--- src/rtl/audio_pkg.sv ---
// Shared audio types: default sample width, sample-buffer FSM states and
// the stereo pair layout used on the engine-to-I2S path.
package audio_pkg;

  localparam int DEFAULT_SAMPLE_W = 16;

  typedef enum logic {
    PRIME,
    RUN
  } buf_state_t;

  typedef struct packed {
    logic [DEFAULT_SAMPLE_W-1:0] left;
    logic [DEFAULT_SAMPLE_W-1:0] right;
  } stereo_pair_t;

endpackage

--- src/rtl/audio_fifo.sv ---
// Generic synchronous FIFO with occupancy count; pushes while full and pops
// while empty are ignored. The head entry is always visible on rdata_o.
module audio_fifo #(
  parameter int DEPTH = 8,
  parameter int WIDTH = 32
) (
  input  logic                     clk,
  input  logic                     rst_n,
  input  logic                     push_i,
  input  logic                     pop_i,
  input  logic [WIDTH-1:0]         wdata_i,
  output logic [WIDTH-1:0]         rdata_o,
  output logic [$clog2(DEPTH):0]   level_o,
  output logic                     full_o,
  output logic                     empty_o
);

  localparam int AW = $clog2(DEPTH);

  logic [WIDTH-1:0] mem_q [DEPTH];
  logic [AW-1:0]    wr_ptr_q;
  logic [AW-1:0]    rd_ptr_q;
  logic [AW:0]      level_q;
  logic [AW:0]      level_d;
  logic             push_ok;
  logic             pop_ok;

  assign full_o  = (level_q == (AW+1)'(DEPTH));
  assign empty_o = (level_q == '0);
  assign push_ok = push_i & ~full_o;
  assign pop_ok  = pop_i & ~empty_o;
  assign rdata_o = mem_q[rd_ptr_q];
  assign level_o = level_q;

  always_comb begin
    level_d = level_q;
    case ({push_ok, pop_ok})
      2'b10:   level_d = level_q + (AW+1)'(1);
      2'b01:   level_d = level_q - (AW+1)'(1);
      default: level_d = level_q;
    endcase
  end

  // Storage has no reset: stale entries are unreachable once the pointers clear.
  always_ff @(posedge clk) begin
    if (push_ok) begin
      mem_q[wr_ptr_q] <= wdata_i;
    end
  end

  always_ff @(posedge clk or negedge rst_n) begin
    if (!rst_n) begin
      wr_ptr_q <= '0;
      rd_ptr_q <= '0;
      level_q  <= '0;
    end else begin
      if (push_ok) wr_ptr_q <= wr_ptr_q + AW'(1);
      if (pop_ok)  rd_ptr_q <= rd_ptr_q + AW'(1);
      level_q <= level_d;
    end
  end

endmodule

--- src/rtl/i2s_sample_buffer.sv ---
// Stereo sample buffer feeding the I2S controller: one pair per frame_clk rise,
// muted until half full, falls back to priming on underrun.
module i2s_sample_buffer
  import audio_pkg::*;
#(
  parameter int DEPTH    = 8,
  parameter int SAMPLE_W = DEFAULT_SAMPLE_W
) (
  input  logic                     clk,
  input  logic                     reset,
  input  logic                     in_valid,
  output logic                     in_ready,
  input  logic [SAMPLE_W-1:0]      in_left,
  input  logic [SAMPLE_W-1:0]      in_right,
  input  logic                     frame_clk,
  output logic [SAMPLE_W-1:0]      sample_left,
  output logic [SAMPLE_W-1:0]      sample_right,
  output logic [$clog2(DEPTH):0]   level,
  output logic                     underrun,
  output logic [7:0]               underrun_count
);

  localparam int LW = $clog2(DEPTH) + 1;
  localparam int PW = 2 * SAMPLE_W;

  logic                sync1_q, sync2_q, sync3_q;
  logic                tick;
  buf_state_t          state_q;
  logic [SAMPLE_W-1:0] left_q, right_q;
  logic                underrun_q;
  logic [7:0]          count_q, count_d;
  logic                full, empty, push, pop;
  logic [PW-1:0]       head;

  audio_fifo #(
    .DEPTH (DEPTH),
    .WIDTH (PW)
  ) u_fifo (
    .clk     (clk),
    .rst_n   (reset),
    .push_i  (push),
    .pop_i   (pop),
    .wdata_i ({in_left, in_right}),
    .rdata_o (head),
    .level_o (level),
    .full_o  (full),
    .empty_o (empty)
  );

  // frame_clk is from another timing domain as far as this block is concerned.
  always_ff @(posedge clk or negedge reset) begin
    if (!reset) begin
      sync1_q <= 1'b0;
      sync2_q <= 1'b0;
      sync3_q <= 1'b0;
    end else begin
      sync1_q <= frame_clk;
      sync2_q <= sync1_q;
      sync3_q <= sync2_q;
    end
  end

  assign tick    = sync2_q & ~sync3_q;
  assign push    = in_valid & ~full;
  assign pop     = (state_q == RUN) & tick & ~empty;
  assign count_d = (count_q == 8'hFF) ? count_q : count_q + 8'd1;

  always_ff @(posedge clk or negedge reset) begin
    if (!reset) begin
      state_q    <= PRIME;
      left_q     <= '0;
      right_q    <= '0;
      underrun_q <= 1'b0;
      count_q    <= '0;
    end else begin
      underrun_q <= 1'b0;
      case (state_q)
        PRIME: begin
          if (tick) begin
            left_q  <= '0;
            right_q <= '0;
          end
          if (level >= LW'(DEPTH / 2)) state_q <= RUN;
        end
        RUN: begin
          if (tick) begin
            if (!empty) begin
              {left_q, right_q} <= head;
            end else begin
              left_q     <= '0;
              right_q    <= '0;
              underrun_q <= 1'b1;
              count_q    <= count_d;
              state_q    <= PRIME;
            end
          end
        end
      endcase
    end
  end

  assign in_ready       = ~full;
  assign sample_left    = left_q;
  assign sample_right   = right_q;
  assign underrun       = underrun_q;
  assign underrun_count = count_q;

endmodule
--- config.mk ---
export PLATFORM = sky130hd
export DESIGN_NAME = i2s_sample_buffer
export DESIGN_NICKNAME = d
export VERILOG_FILES = /design/src/rtl/audio_pkg.sv /design/src/rtl/audio_fifo.sv /design/src/rtl/i2s_sample_buffer.sv
export SDC_FILE = /design/constraint.sdc
export NUM_CORES = 1
export LEC_CHECK = 0
export ABC_AREA = 1
export ABC_CLOCK_PERIOD_IN_PS = 3230
export CAP_MARGIN = 30
export CELL_PAD_IN_SITES_DETAIL_PLACEMENT = 1
export CELL_PAD_IN_SITES_GLOBAL_PLACEMENT = 1
export CORE_UTILIZATION = 35
export DETAILED_ROUTE_END_ITERATION = 7
export GPL_TIMING_DRIVEN = 0
export HOLD_SLACK_MARGIN = 0.08
export PLACE_DENSITY = 0.6
export SLEW_MARGIN = 20
export SYNTH_ARGS = -nofsm -noshare
export SYNTH_HDL_FRONTEND = slang
export SYNTH_SLANG_ARGS = --single-unit
export TNS_END_PERCENT = 1
--- constraint.sdc ---
create_clock -name clk -period 3.23 [get_ports clk]
set_clock_uncertainty 0.1 [all_clocks]
set_input_delay 0.646 -clock clk [delete_from_list [all_inputs] [get_ports clk]]
set_output_delay 0.646 -clock clk [all_outputs]
set_load 0.01 [all_outputs]
Word level (Yosys, flattened, before mapping)
Memory sizes are Yosys's and may differ from the RTL's.
Index checks and enable logic that the tools add are counted.
{"block": "totals", "reg_bits": 55, "mem_bits_rw": 256, "input_bits": 36, "out_inout_bits": 46, "n_memories": 1}
{"block": "classes", "n_addsub": 5, "magnitude_cmp": 1, "eq_ne": 6, "n_mux": 17, "n_bitwise": 11, "reduce_logical": 4}
{"memory": "u_fifo.mem_q", "words": 8, "width": 32, "rd": 1, "rd_ports_with_merged_regs": 0, "wr": 1, "line_no": "audio_fifo.sv:20", "rtl": "logic [WIDTH-1:0] mem_q [DEPTH];"}
{"op": "2-to-1 mux 16 bit", "count": 5}
{"op": "case mux 16 bit (2 select lines)", "count": 2}
{"op": "adder 8 x 1 -> 8 bit (second input constant)", "count": 1}
{"op": "equality test 8 bit (second input constant)", "count": 1}
{"op": "2-to-1 mux 1 bit", "count": 8}
{"op": "case mux 4 bit (2 select lines)", "count": 1}
{"op": "adder 3 x 1 -> 3 bit (second input constant)", "count": 2}
{"op": "AND 1 bit", "count": 6}
{"op": "NOT 1 bit", "count": 5}
{"op": "adder 4 x 1 -> 4 bit (second input constant)", "count": 1}
{"op": "equality test 4 bit (second input constant)", "count": 1}
{"op": ">= comparator 4 x 3 -> 1 bit (second input constant)", "count": 1}
{"op": "logical NOT 4 bit", "count": 1}
{"op": "inequality test 2 bit (second input constant)", "count": 2}
{"op": "AND reduction 4 bit", "count": 1}
{"op": "subtractor 4 x 1 -> 4 bit (second input constant)", "count": 1}
{"op": "equality test 2 x 1 -> 1 bit (second input constant)", "count": 1}
{"op": "equality test 2 bit (second input constant)", "count": 1}
{"op": "case mux 1 bit (2 select lines)", "count": 1}
{"op": "AND reduction 2 bit", "count": 1}
{"op": "nonzero test 2 bit", "count": 1}

Depth between registers and ports, before layout
Gate-level depths: netlist of run 1.
{"block": "depth", "ltp_word": 7, "mapped_depth": 14, "depth_no_buf": 13}

Modules after synthesis
Synthesis of run 1 repeated with hierarchy kept, for this count alone.
{"block": "unflattened", "hier_cells": 1407, "hier_area_um2": 13569.3}
{"module": "audio_fifo", "n_inst": 1, "cells_each": 1187, "area_per_inst_um2": 11644.9, "seq_area_each_um2": 7937.6}
{"module": "i2s_sample_buffer", "n_inst": 1, "cells_each": 220, "area_per_inst_um2": 1924.3, "seq_area_each_um2": 1126.1}

Least setup slack after synthesis of run 1
Ideal clock, no wire load.
{"block": "synth_timing", "path_kind": "register -> register", "from": "register u_fifo.level_q[0] (netlist: u_fifo.level_o[0])", "to": "memory u_fifo.mem_q[0][0], enable pin", "arrival_ns": 2.516, "required_ns": 2.709, "setup_slack_ns": 0.193, "stages_incl_launch_ff": 6, "synth_period_minus_slack_ns": 3.037, "cell_sequence": "dfrtp_1 nor2_1 nand3_1 nand2_1 or2_2 nor2_1"}
{"block": "synth_between", "elab_chain_len": 6}
{"item": "start: declaration", "line_no": "audio_fifo.sv:23", "rtl": "logic [AW:0] level_q;"}
{"item": "start signal: assignment", "line_no": "audio_fifo.sv:59", "rtl": "level_q <= level_d;"}
{"item": "equality test 4 bit *", "line_no": "audio_fifo.sv:28", "rtl": "assign full_o = (level_q == (AW+1)'(DEPTH));"}
{"item": "NOT 1 bit *"}
{"item": "net in_ready", "line_no": "i2s_sample_buffer.sv:12", "rtl": "output logic in_ready,"}
{"item": "AND 1 bit", "line_no": "i2s_sample_buffer.sv:64", "rtl": "assign push = in_valid & ~full;"}
{"item": "AND 1 bit *", "line_no": "audio_fifo.sv:30", "rtl": "assign push_ok = push_i & ~full_o;"}
{"item": "2-to-1 mux 1 bit *", "line_no": "audio_fifo.sv:46", "rtl": "if (push_ok) begin"}
{"item": "2-to-1 mux 1 bit (not written as such) *", "line_no": "audio_fifo.sv:47", "rtl": "mem_q[wr_ptr_q] <= wdata_i;"}
{"item": "end: declaration", "line_no": "audio_fifo.sv:20"}
The timed path passes the listed nets; every way through them passes the cells marked *.

Worst setup path in the final report of run 1
{"block": "layout_timing", "from": "register sync3_q", "to": "register u_fifo.level_q[2] (netlist: u_fifo.level_o[2])"}
{"block": "layout_between", "elab_chain_len": 7, "word_cells_on_any_way": 9, "cone_classes": "eq/ne (2); mux (1); bitwise (5); reduce/logical (1)"}
{"item": "start: declaration", "line_no": "i2s_sample_buffer.sv:26", "rtl": "logic sync1_q, sync2_q, sync3_q;"}
{"item": "start signal: assignment", "line_no": "i2s_sample_buffer.sv:59", "rtl": "sync3_q <= sync2_q;"}
{"item": "NOT 1 bit *", "line_no": "i2s_sample_buffer.sv:63", "rtl": "assign tick = sync2_q & ~sync3_q;"}
{"item": "AND 1 bit *", "line_no": "i2s_sample_buffer.sv:63"}
{"item": "AND 1 bit * (2 in a row)", "line_no": "i2s_sample_buffer.sv:65", "rtl": "assign pop = (state_q == RUN) & tick & ~empty;"}
{"item": "AND 1 bit *", "line_no": "audio_fifo.sv:31", "rtl": "assign pop_ok = pop_i & ~empty_o;"}
{"item": "net u_fifo.pop_ok", "line_no": "audio_fifo.sv:26", "rtl": "logic pop_ok;"}
{"item": "equality test 2 x 1 -> 1 bit / equality test 2 bit (equally long branches)", "line_no": "audio_fifo.sv:37", "rtl": "case ({push_ok, pop_ok})"}
{"item": "case mux 4 bit (2 select lines) / nonzero test 2 bit (equally long branches)"}
Marks and branches as above.
A chain may end at the register's enable or synchronous reset.

==> metrics, run 1 <==
outcome=finished, final reports clean; Placer Congestion=between 0.7 and 0.8; Reg clk slew, reported paths=60 ps; Placed Area=14,000 um^2; total congestion overflow=0; Cells after DPL=about 1.5k; Overall Power=13.9 mW; die area=around 36,000 um^2; Area growth syn-to-layout=23.0%; Seq pwr share=between 30% and 40%; Power Internal=9.00 mW; critical-path cell with the highest stage delay=nor2_4; leakage=5.38 nW; CP delay by family, top=simple AND/OR/NAND/NOR gates; Cell Rows=a little under 70; WHS Path Cells=0; crit path launch type=flip-flop; Synthesized Nets=1,036; number of post-CTS setup repair buffers=0; combinational power share=approximately a third; setup_tns=0 ps; drt wl/cell=around 21 um; CTS buffer count=36; WP buf/inv=3; design area=15,100 um^2; slew margin rel.=~40%; Hold Vio Cnt, Final=0; register-to-register setup slack=~470 ps; Switching Share=between 30% and 40%; required time of the worst setup path=between 3000 and 4000 ps; initial antenna violation count=0; worst slew pin tran=around 900 ps; CP endpoint kind=flip-flop; top-area cell type share of the netlist area=between 60% and 70%; sequential area share after synthesis=roughly three quarters; hold slack=approximately 250 ps; Critical Setup Path Class=reg -> reg; first drt pass iteration count=5; Die Ht=approximately 190 um; critical path peak fanout=11; Yosys top cell by area=edfxtp_1; Final period util=85.5%; via count=between 8k and 9k; Initial Utilization=35.6%; Hold Path Class=reg -> reg; NetSw=4.91 mW; pwr dens=923 nW/um^2; arrival time of the worst setup path=between 3000 and 4000 ps; Clock Tree Root=clkbuf_16; dpl hpwl=21,700 um; Clock Power Share=between 20% and 30%; # DRC=0; flip-flop and latch count after synthesis=311; Mapped Cells=between 900 and 1k; H-tree depth=2; Synth Warn #=0; clock period minus worst slack=2760 ps; pins over their slew limit=0; CP cell instances=inv_1, nand2_1, nor2_4, buf_4, ha_1, nand2_1, inv_1, nor2_1, ha_1, a21oi_1, xor2_1, o21ai_0; Final #Nets=approximately 1.2k; final non-filler cell total=about 1.6k; layout cells sized above 1=9.14%; DR iter-0 viols=about 450; unrepaired setup endpoints after global routing=no; diode count=0; DRT antenna net count=0; Unique masters post-synth=26; post-DR vias/cell=5.04; Max Cap Violations=0; CTS max path bufs=3; GRT Resource Usage Total=19.7%; dpl ws=between 150 and 200 ps; Core ar.=34,500 um^2; mean area per synthesized cell=12.3 um^2; # IOs=between 80 and 90; vias in the first global route=8,441; Routed WL=34,400 um; Die X=about 190 um; Largest stage delay, worst path=about 450 ps; Max VDD drop=around 0.38 mV; port buffer count=81; Setup-failing EPs final=0; synthesized area=12,300 um^2; final setup margin=about 470 ps; Crit path depth=12; CTS tree=yes; Clk Latency, worst-skew pair=between 500 and 600 ps; largest cells by area after synthesis=edfxtp_1, dfrtp_1, nor2_1, o21ai_0, nand2_1; CTS sink count=slightly above 300; worst reg2reg path depth=12; largest net degree at the start of global routing=33; f_max=about 360 MHz; Post-Route Utilization=a little over two fifths; first-pass GRT wire length=approximately 52,000 um
[final timing paths]
| kind | start | to |
|---|---|---|
| worst min register to register | sync1_q | sync2_q |
| worst max-delay path | sync3_q | u_fifo.level_o[2] |
| max in group asynchronous | reset | sample_left[4] |
| worst min-delay path | sync1_q | sync2_q |
| min in group asynchronous | reset | u_fifo.level_o[0] |
| worst max register to register | sync3_q | u_fifo.level_o[2] |
[synthesized netlist by cell type]
cell type / count
xor2_1: 7
o211ai_1: 32
nor2_4: 1
inv_1: 14
a31oi_1: 1
inv_2: 1
nor3_1: 2
nor3_2: 1
dfrtp_1: 55
nor2_1: 237
nand3_2: 1
nand2_1: 110
ha_1: 6
xnor2_1: 5
buf_6: 6
a21oi_1: 1
buf_1: 2
o21ai_1: 17
edfxtp_1: 256
or2_2: 1
clkbuf_1: 23
o21ai_0: 116
nand3_1: 72
buf_2: 13
nand4_1: 2
buf_4: 12
[power groups by stage]
stage / combinational [mW] / clock [mW] / sequential (mW)
floorplan: 2.46 / 0 / 5.52
global placement: 4.43 / 0 / 5.48
detailed placement: 4.73 / 0 / 5.45
CTS: 4.76 / 3.96 / 5.38
global route: 5.14 / 4.10 / 5.44
finish: 4.66 / 3.88 / 5.37
[state kept, by name (all words and copies together), names as in the netlist]
| name | flops |
|---|---|
| sync2_q | 1 |
| sync3_q | 1 |
| u_fifo.wr_ptr_q | 3 |
| underrun_count | 8 |
| u_fifo.rd_ptr_q | 3 |
| sample_left | 16 |
| state_q | 1 |
| underrun | 1 |
| sync1_q | 1 |
| sample_right | 16 |
| u_fifo.mem_q | 256 |
| u_fifo.level_o | 4 |
[area by class of cell]
type | count | area (um^2)
buffer | 56 | 317
clock buffer | 46 | 938
clock inverter | 16 | 169
fill | 3641 | 19400
inverter | 15 | 56.3
multi-input combinational | 612 | 2880
sequential | 311 | 9060
tap | 455 | 569
timing repair buffer | 93 | 1080
[kinds of logic after synthesis]
group,after synthesis,synth area share [%]
AND/OR/NAND/NOR,427,14.1
flip-flops,311,73.9
AO/OA/AOI/OAI,167,7.48
buffers and inverters,71,3.04
XOR/XNOR,12,0.857
adder cells (fa/ha/maj),6,0.612
[per-layer routing]
| layer | GRT usage [%] | up-vias | share of wire (%) |
|---|---|---|---|
| met4 | 4.16 | 0 | 1.4 |
| met5 | 0 | - | 0 |
| met2 | 34.4 | 174 | 49 |
| li1 | - | 3764 | - |
| met1 | 26.2 | 4102 | 45 |
| met3 | 2.61 | 45 | 4.3 |
[placed cells by master, fill, tap and decap left out, drive strengths merged]
cell type        n
a21oi            1
a31oi            1
buf             45
bufinv           3
clkbuf          69
clkdlybuf4s50   80
clkinv          11
clkinvlp         1
dfrtp           55
dlygate4sd3      1
edfxtp         256
ha               6
inv             16
nand2          110
nand3           73
nand4            2
nor2           238
nor3             3
o211ai          32
o21ai          133
or2              1
xnor2            5
xor2             7
[timing repair]
action,in CTS,in global routing
hold buffers,1,0
resized for setup,0,0
hold endpoints to repair,23,0
Note: power is estimated with default switching activity, not from simulation.
==> inputs of run 2 (changes only) <==
--- a/config.mk
+++ b/config.mk
@@ -11,6 +11,7 @@
 export CELL_PAD_IN_SITES_DETAIL_PLACEMENT = 1
 export CELL_PAD_IN_SITES_GLOBAL_PLACEMENT = 1
 export CORE_UTILIZATION = 35
+export CTS_CLUSTER_DIAMETER = 120
 export DETAILED_ROUTE_END_ITERATION = 7
 export GPL_TIMING_DRIVEN = 0
 export HOLD_SLACK_MARGIN = 0.08
==> results of run 2 <==
The final DEF is identical to that of run 1; final timing and power are the same.
==> inputs of run 3 (changes only) <==
--- a/config.mk
+++ b/config.mk
@@ -11,6 +11,7 @@
 export CELL_PAD_IN_SITES_DETAIL_PLACEMENT = 1
 export CELL_PAD_IN_SITES_GLOBAL_PLACEMENT = 1
 export CORE_UTILIZATION = 35
+export CTS_BUF_LIST = sky130_fd_sc_hd__clkbuf_8
 export CTS_CLUSTER_DIAMETER = 120
 export DETAILED_ROUTE_END_ITERATION = 7
 export GPL_TIMING_DRIVEN = 0
==> run 3 against run 2 <==
Effect of this change: combinational power barely moved; flip-flop and latch count is the same; sequential power hardly changed; die area did not move; highest routed layer unchanged; critical path depth unchanged; clock-buffer cell count up 16; first-iteration DRC count fell by 2.2%; via count is 1.2% higher; maximum frequency shrank 0.32%; critical path type unchanged; global-route usage barely moved; sequential share of layout area rose by 0.22 points; clock power is 12% lower.
==> metrics, run 3 (synthesis results as in run 1) <==
largest net degree at the start of global routing=33; max FFs per register=256; Routed WL=about 35,000 um; number of post-CTS setup repair buffers=0; post-DR vias/cell=approximately 5.0; vias in the first global route=8,535; # IOs=82; CTS sink count=about 310; Placer Congestion=~0.75; Reg clk slew, reported paths=60 ps; hold slack=255 ps; Hold Vio Cnt, Final=0; critical path peak fanout=11; clock period minus worst slack=approximately 2800 ps; worst slew pin tran=between 800 and 900 ps; outcome=finished, final reports clean; leakage=approximately 5.5 nW; f_max=about 360 MHz; Initial Utilization=around 36%; register-to-register setup slack=between 400 and 500 ps; footprint of the multi-input gates=~2900 um^2; arrival time of the worst setup path=3120 ps; Max Cap Violations=0; H-tree depth=2; Worst Hold End=sync2_q; unrepaired setup endpoints after global routing=no; diode count=0; hold_sp=sync1_q; dpl hpwl=21,700 um; Critical Setup Path Class=reg -> reg; crit path launch type=flip-flop; Final #Nets=~1.2k; # DRC=0; layout cells sized above 1=a little over a tenth; first-pass GRT wire length=about 52,000 um; pins over their slew limit=0; CP endpoint kind=flip-flop; design area=15,000 um^2; Clk Latency, worst-skew pair=600 ps; DRT antenna net count=0; Seq. cell area=about 9100 um^2; Cell Rows=68; total congestion overflow=0; CTS tree=yes; Largest Register=u_fifo.mem_q; Final period util=a little under nine tenths; Setup-failing EPs final=0; CP cell instances=inv_1, nand2_1, nor2_4, buf_4, ha_1, nand2_1, inv_1, nor2_1, ha_1, a21oi_1, xor2_1, o21ai_0; r2r endpoint=u_fifo.level_o[2]; Placed Area=14,000 um^2; FILL cells=approximately 3.7k; CTS max path bufs=3; port buffer count=~80; most frequent cells in the layout=edfxtp_1, nor2_1, o21ai_0; required time of the worst setup path=between 3000 and 4000 ps; worst reg2reg path depth=12; first drt pass iteration count=4; Largest stage delay, worst path=~450 ps; slew margin rel.=between 40% and 50%; GRT Resource Usage Total=between 10% and 20%; Clock Tree Root=clkbuf_8; drt wl/cell=20.9 um; Die Ht=roughly 190 um; critical-path cell with the highest stage delay=nor2_4; Reg2Reg Launch Point=sync3_q; Area growth syn-to-layout=22.5%; Hold Path Class=reg -> reg; DR iter-0 viols=about 440; die area=around 36,000 um^2; via count=about 8k; WHS Path Cells=0; pwr dens=895 nW/um^2; CTS buffer count=56; Core ar.=approximately 34,000 um^2; Max VDD drop=about 0.35 mV; Die X=between 150 and 200 um; initial antenna violation count=0; commonest non-fill, non-tap cell in the layout=edfxtp_1
==> run 3: how the worst max path moves through the flow <==
stage                      startpoint                  end  slack, ps  depth (start not counted)
finish                        sync3_q    u_fifo.level_o[2]        460                         12
global route                  sync3_q    u_fifo.level_o[2]        270                         11
detailed placement           in_valid  u_fifo.mem_q[1][28]        160                          6
global placement             in_valid  u_fifo.mem_q[6][28]      -1970                          4
floorplan           u_fifo.level_o[0]   u_fifo.mem_q[0][0]        190                          5
CTS                           sync3_q    u_fifo.level_o[2]        420                         12
==> run 3: layout make-up <==
class	count	area share (%)
Buffer	56	2.11
Clock buffer	62	5.68
Clock inverter	44	1.32
Inverter	15	0.375
Multi-Input combinational cell	612	19.2
Sequential cell	311	60.4
Tap cell	455	3.79
Timing Repair Buffer	93	7.18
==> run 3: repair_timing <==
item                                   CTS  global route
gates resized for setup                  0             0
hold buffers                             1             0
endpoints found under the hold margin   23             0
==> run 3: power breakdown <==
part / internal [mW] / switching [mW] / total (mW)
clock network: 1.77 / 1.65 / 3.42
registers: 5.10 / 0.271 / 5.37
logic: 1.60 / 3.05 / 4.65
total: 8.47 / 4.97 / 13.4
==> run 3: critical path, delay by kind of cell, from the launching register on <==
| kind | cells | cell delay (ps) |
|---|---|---|
| AO/OA/AOI/OAI | 2 | 220 |
| XOR/XNOR | 1 | 150 |
| adder cells (fa/ha/maj) | 2 | 430 |
| buffers and inverters | 3 | 420 |
| flip-flops | 1 | 360 |
| AND/OR/NAND/NOR | 4 | 950 |
==> run 3: metrics by stage <==
stage / total power, mW / setup slack, ps / setup TNS, ps / std cells / util [%]
final: 13.4 / 459 / 0 / 1648 / 43.6
after global routing: 14.2 / 267 / 0 / 1648 / 43.6
after CTS: 13.6 / 418 / 0 / 1648 / 43.6
after detailed placement: 10.2 / 165 / 0 / 1541 / 40.5
after global placement: 9.91 / -1970 / -501060 / 1530 / 39.6
after floorplan: 7.98 / 193 / 0 / 994 / -
==> run 3: per-layer routing <==
| metal | up-vias | GRT usage (%) | wire, um |
|---|---|---|---|
| met5 | - | 0 | 0 |
| met4 | 0 | 4.87 | 538 |
| met3 | 48 | 2.97 | 1530 |
| met2 | 196 | 34.0 | 16900 |
| met1 | 4123 | 25.9 | 15600 |
| li1 | 3819 | - | - |
